==> src/rtl/drive_state_ctrl.sv <==
// Vehicle state stage: synchronises driver inputs and, once per slow tick, advances
// gear, speed and steering state that the 7-segment display stage reads.
module drive_state_ctrl #(
  parameter int TICK_CYCLES = 10_000_000,
  parameter int ACCEL       = 2,
  parameter int BRAKE_STEP  = 4,
  parameter int MAX_SPEED_D = 120,
  parameter int MAX_SPEED_R = 20,
  parameter int MAX_DEGREE  = 4
) (
  input  logic       clk100mhz,
  input  logic       reset,
  input  logic       gas,
  input  logic       brake,
  input  logic [1:0] gear_req,
  input  logic       steer_left,
  input  logic       steer_right,
  output logic [1:0] gear,
  output logic [7:0] speed,
  output logic [1:0] direction,
  output logic [2:0] degree,
  output logic       tick
);

  typedef enum logic [1:0] {G_DRIVE = 2'b00, G_PARK = 2'b01, G_REV = 2'b10} gear_t;
  typedef enum logic [1:0] {D_LEFT = 2'b00, D_RIGHT = 2'b01, D_FWD = 2'b10, D_BRAKE = 2'b11} dir_t;

  localparam int CW = (TICK_CYCLES > 1) ? $clog2(TICK_CYCLES) : 1;
  localparam logic [CW-1:0] CNT_LAST = CW'(TICK_CYCLES - 1);
  localparam logic [7:0] ACC_B   = 8'(ACCEL);
  localparam logic [7:0] BRK_B   = 8'(BRAKE_STEP);
  localparam logic [7:0] CEIL_D  = 8'(MAX_SPEED_D);
  localparam logic [7:0] CEIL_R  = 8'(MAX_SPEED_R);
  localparam logic [2:0] DEG_MAX = 3'(MAX_DEGREE);

  // {gas, brake, gear_req[1:0], steer_left, steer_right}
  logic [5:0] in_raw, sync1_q, sync1_d, sync2_q, sync2_d;
  logic [CW-1:0] cnt_q, cnt_d;
  logic tick_q, tick_d;
  gear_t gear_q, gear_d;
  logic [7:0] speed_q, speed_d;
  logic side_q, side_d;  // 0 = left, 1 = right
  logic [2:0] deg_q, deg_d;
  dir_t dir_q, dir_d;

  logic gas_s, brake_s, left_s, right_s;
  logic [1:0] req_s;
  logic [8:0] sum;
  logic [7:0] ceil;

  assign in_raw  = {gas, brake, gear_req, steer_left, steer_right};
  assign gas_s   = sync2_q[5];
  assign brake_s = sync2_q[4];
  assign req_s   = sync2_q[3:2];
  assign left_s  = sync2_q[1];
  assign right_s = sync2_q[0];

  always_comb begin
    sync1_d = in_raw;
    sync2_d = sync1_q;
    cnt_d   = (cnt_q == CNT_LAST) ? '0 : cnt_q + 1'b1;
    tick_d  = (cnt_q == CNT_LAST);
    gear_d  = gear_q;
    speed_d = speed_q;
    side_d  = side_q;
    deg_d   = deg_q;
    dir_d   = dir_q;
    ceil    = (gear_q == G_REV) ? CEIL_R : CEIL_D;
    sum     = {1'b0, speed_q} + {1'b0, ACC_B};

    // State advances the cycle after the tick pulse, so outputs move together.
    if (tick_q) begin
      if (brake_s)
        speed_d = (speed_q > BRK_B) ? speed_q - BRK_B : 8'd0;
      else if (gas_s && gear_q != G_PARK)
        speed_d = (sum > {1'b0, ceil}) ? ceil : sum[7:0];
      else
        speed_d = (speed_q != 8'd0) ? speed_q - 8'd1 : 8'd0;
      if (gear_q == G_PARK)
        speed_d = 8'd0;

      if (speed_q == 8'd0 && brake_s && req_s != 2'b11)
        gear_d = gear_t'(req_s);

      if (left_s && !right_s) begin
        if (side_q && deg_q != 3'd0) deg_d = deg_q - 3'd1;
        else begin
          side_d = 1'b0;
          deg_d  = (deg_q >= DEG_MAX) ? DEG_MAX : deg_q + 3'd1;
        end
      end else if (right_s && !left_s) begin
        if (!side_q && deg_q != 3'd0) deg_d = deg_q - 3'd1;
        else begin
          side_d = 1'b1;
          deg_d  = (deg_q >= DEG_MAX) ? DEG_MAX : deg_q + 3'd1;
        end
      end else begin
        deg_d = (deg_q != 3'd0) ? deg_q - 3'd1 : 3'd0;
      end

      if (brake_s)            dir_d = D_BRAKE;
      else if (deg_d != 3'd0) dir_d = side_d ? D_RIGHT : D_LEFT;
      else                    dir_d = D_FWD;
    end
  end

  always_ff @(posedge clk100mhz or posedge reset) begin
    if (reset) begin
      sync1_q <= '0;
      sync2_q <= '0;
      cnt_q   <= '0;
      tick_q  <= 1'b0;
      gear_q  <= G_PARK;
      speed_q <= 8'd0;
      side_q  <= 1'b0;
      deg_q   <= 3'd0;
      dir_q   <= D_FWD;
    end else begin
      sync1_q <= sync1_d;
      sync2_q <= sync2_d;
      cnt_q   <= cnt_d;
      tick_q  <= tick_d;
      gear_q  <= gear_d;
      speed_q <= speed_d;
      side_q  <= side_d;
      deg_q   <= deg_d;
      dir_q   <= dir_d;
    end
  end

  assign gear      = gear_q;
  assign speed     = speed_q;
  assign direction = dir_q;
  assign degree    = deg_q;
  assign tick      = tick_q;

endmodule

==> config.mk <==
export PLATFORM = sky130hd
export DESIGN_NAME = drive_state_ctrl
export DESIGN_NICKNAME = d
export VERILOG_FILES = /design/src/rtl/drive_state_ctrl.sv
export SDC_FILE = /design/constraint.sdc
export NUM_CORES = 1
export LEC_CHECK = 0
export CORE_ASPECT_RATIO = 1.75
export CORE_MARGIN = 4
export CORE_UTILIZATION = 30
export DETAILED_ROUTE_END_ITERATION = 8
export DONT_BUFFER_PORTS = 1
export PLACE_DENSITY_LB_ADDON = 0.08
export SLEW_MARGIN = 20
export SYNTH_ARGS = -nofsm -noshare
export SYNTH_HDL_FRONTEND = slang
export SYNTH_SLANG_ARGS = --single-unit
==> constraint.sdc <==
create_clock -name clk100mhz -period 3.6 [get_ports clk100mhz]
set_clock_uncertainty 0.15 [all_clocks]
set_input_delay 0.54 -clock clk100mhz [delete_from_list [all_inputs] [get_ports clk100mhz]]
set_output_delay 0.54 -clock clk100mhz [all_outputs]
set_load 0.02 [all_outputs]
==> impl_metrics.env <==
export IMPL_sequentialPowerShare_pct=53.3
export IMPL_multiInputGateArea_um2=1610
export IMPL_cp_slowest_cell="dfrtp_1"
export IMPL_synthTopCellsByCount="dfrtp_1, nor2_1, xnor2_1"
export IMPL_dominantRegCellSynth="dfrtp_1"
export IMPL_clockPowerShare_pct=43.9
export IMPL_power_leakage_nw=1.56
export IMPL_htreeDepth=2
export IMPL_cpMostUsedCell="ha_1"
export IMPL_synth_nets=345
export IMPL_start_util_pct=30.9
export IMPL_hold_worst_slack_ns=0.113
export IMPL_drc_errors=0
export IMPL_cts_buffers=5
export IMPL_grt_start_max_net_pins=49
export IMPL_ioPinCount=24
export IMPL_synth_top_area_share_pct=41.5
export IMPL_postCtsHoldBufs=0
export IMPL_finalSetupViolCount=0
export IMPL_worstPathCellList="ha_1, and3_4, xor2_1, ha_1, and2_1, o221ai_1, a2bb2oi_1, or4_1, a31oi_1, o22ai_1"
export IMPL_clock_latency_ns=0.30
export IMPL_grt_pass1_vias=2429
export IMPL_nets=350
export IMPL_synth_compound_area_share_pct=11.7
export IMPL_hold_class="input pin to asynchronous set/reset pin"
export IMPL_rr_endpoint="speed[3]"
export IMPL_relSlewSlack_pct=41.4
export IMPL_fin_crit_ns=3.04
export IMPL_antennaDiodeCount=0
export IMPL_synth_top_family_by_area="simple AND/OR/NAND/NOR gates"
export IMPL_routedWlPerCell_um=17.3
export IMPL_finalHoldViolations=0
export IMPL_reg2reg_depth=10
export IMPL_peakVddDrop_mv=0.184
export IMPL_drive_gt1_share_pct=10.8
export IMPL_power_switching_share_pct=22.3
export IMPL_path_max_fanout=8
export IMPL_p_per_area_nw_per_um2=337
export IMPL_crit_arrival_ns=3.06
export IMPL_cts_tree="yes"
export IMPL_path_clk_slew_ns=0.07
export IMPL_grt_pass1_wl_um=12800
export IMPL_clockBufferDepth=2
export IMPL_port_buffers=0
export IMPL_hpwlAfterDp_um=5980
export IMPL_final_setup_tns_ns=0
export IMPL_combPwrFrac_pct=2.7
export IMPL_yosys_area_share_simple_pct=21.5
export IMPL_end_kind="register"
export IMPL_initialDrtViolationCount=86
export IMPL_drt_wl_total_um=7760
export IMPL_rows=48
export IMPL_start_kind="register"
export IMPL_timing_fmax_mhz=329
export IMPL_die_area_um2=12000
export IMPL_rsz0062_at_grt="no"
export IMPL_synth_edf_count=0
export IMPL_core_area_um2=9970
export IMPL_die_y_um=142
export IMPL_vias_per_cell=5.17
export IMPL_antenna_found_initial=0
export IMPL_syn_area_um2=3080
export IMPL_synthAdderAreaFrac_pct=7.73
export IMPL_ys_ff_latch=53
export IMPL_status="finished clean"
export IMPL_crit_required_ns=3.62
export IMPL_post_cts_setup_buffers=0
export IMPL_synth_async_reset_ratio_pct=100
export IMPL_yosysUniqueCellTypes=59
export IMPL_root_buffer="clkbuf_16"
export IMPL_path_class="register to register"
export IMPL_synthMuxAreaShare_pct=1.83
export IMPL_slowest_delay_ns=0.61
export IMPL_p_sw_mw=0.254
export IMPL_vias=2322
export IMPL_r2r_slack_ns=0.56
export IMPL_gr_total_overflow=0
export IMPL_cts_resized=0
export IMPL_yosys_area_share_xor_xnor_pct=9.39
export IMPL_n_fill_cell=1068
export IMPL_finalCritPeriodShare_pct=84.4
export IMPL_power_internal_mw=0.888
export IMPL_synthCells=318
export IMPL_drtPass1Iterations=4
export IMPL_ys_seq_area_share_pct=43.2
export IMPL_rr_startpoint="speed[1]"
export IMPL_maxSlewViolCount=0
export IMPL_antenna_left=0
export IMPL_syn_to_final_growth_pct=10.0
export IMPL_groute_usage_overall_pct=13.6
export IMPL_die_w_um=84.6
export IMPL_tightest_slew_ns=0.879
export IMPL_yosysWarnings=0
export IMPL_gp_congestion=0.847
export IMPL_post_synth_top_count_cell="dfrtp_1"
export IMPL_clock_sinks=53
export IMPL_maxCapViolCount=0
export IMPL_yosysTopAreaCell="dfrtp_1"
export IMPL_synthTopCellsByArea="dfrtp_1, ha_1, xnor2_1"
export IMPL_layout_area_seq_um2=1330
export IMPL_avgSynthCellArea_um2=9.68
-- registers in the layout (all words and copies together) (netlist names) --
signal	count
gear	2
degree	3
cnt_q	24
direction	2
speed	8
tick	1
sync2_q	6
sync1_q	6
side_q	1
-- power by group through the flow --
stage | clock network, mW | registers, mW | logic [mW]
2_1_floorplan | 0 | 0.616 | 0.0253
4_1_cts | 0.523 | 0.609 | 0.0327
3_3_place_gp | 0 | 0.621 | 0.0330
3_5_place_dp | 0 | 0.621 | 0.0326
6_report | 0.502 | 0.609 | 0.0310
5_1_grt | 0.553 | 0.610 | 0.0367
-- area by class of cell --
type,instances,share of cell area (%)
well taps,125,4.62
clock inverters,2,0.407
multi-input cells,237,47.6
clock buffers,6,4.10
flip-flops and latches,53,39.3
repair buffers,10,2.22
inverters,16,1.81
-- cell usage in the layout (no fill, tap or decap), types with 3 or more instances in the layout --
master	synthesis	routed
mux2i_1	3	3
nand4_1	5	5
a21oi_1	14	14
and3_1	8	8
nor2b_1	5	5
xnor2_1	21	21
nor2_1	36	36
nand3_1	20	20
a31oi_1	4	4
o211ai_1	4	4
clkbuf_16	0	5
ha_1	19	19
or2_2	3	3
nand2_1	20	20
nor3_1	8	8
dfrtp_1	51	51
nor4b_1	4	4
o21ai_0	8	8
buf_4	2	10
xor2_1	12	12
inv_1	16	15
nor4_1	5	4
-- metal layers --
layer	routed length, um	up-vias	share of wire (%)	track usage [%]
met2	4200	41	54	24.9
met1	2870	1137	37	13.9
li1	-	1122	-	-
met5	0	-	0	0
met4	453	0	5.8	8.59
met3	233	22	3.0	2.78
-- cell families after synthesis --
family          count (synthesis)
simple gates                  128
flops                          53
compound gates                 52
xor+xnor                       33
buf+inv                        28
fa+ha+maj                      19
mux                             5
-- worst max path at each step --
stage / startpoint / endpoint / slack, ns / depth (start not counted)
3_5_place_dp: speed[1] / speed[0] / 0.57 / 10
6_report: speed[1] / speed[3] / 0.56 / 10
5_1_grt: speed[1] / speed[4] / 0.37 / 10
2_1_floorplan: speed[2] / speed[3] / 0.78 / 10
3_3_place_gp: speed[1] / speed[0] / 0.61 / 10
4_1_cts: speed[1] / speed[0] / 0.55 / 10
-- critical path: cells and delay by family, from the launching register on --
| family | cells | cell delay [ns] |
|---|---|---|
| AND/OR/NAND/NOR | 3 | 0.90 |
| flip-flops | 1 | 0.61 |
| AO/OA/AOI/OAI | 4 | 0.53 |
| adder cells (fa/ha/maj) | 2 | 0.52 |
| XOR/XNOR | 1 | 0.21 |
-- through the flow --
| stage | cells | setup WS (ns) | power (mW) | util (%) | area [um2] |
|---|---|---|---|---|---|
| after floorplan | 318 | 0.783 | 0.641 | - | 3080 |
| after global placement | 441 | 0.610 | 0.654 | 32.4 | 3230 |
| after detailed placement | 441 | 0.571 | 0.653 | 32.4 | 3230 |
| after CTS | 449 | 0.545 | 1.17 | 33.9 | 3380 |
| after global routing | 449 | 0.367 | 1.20 | 33.9 | 3380 |
| final | 449 | 0.562 | 1.14 | 33.9 | 3380 |
Note: power is estimated with default switching activity, not from simulation.
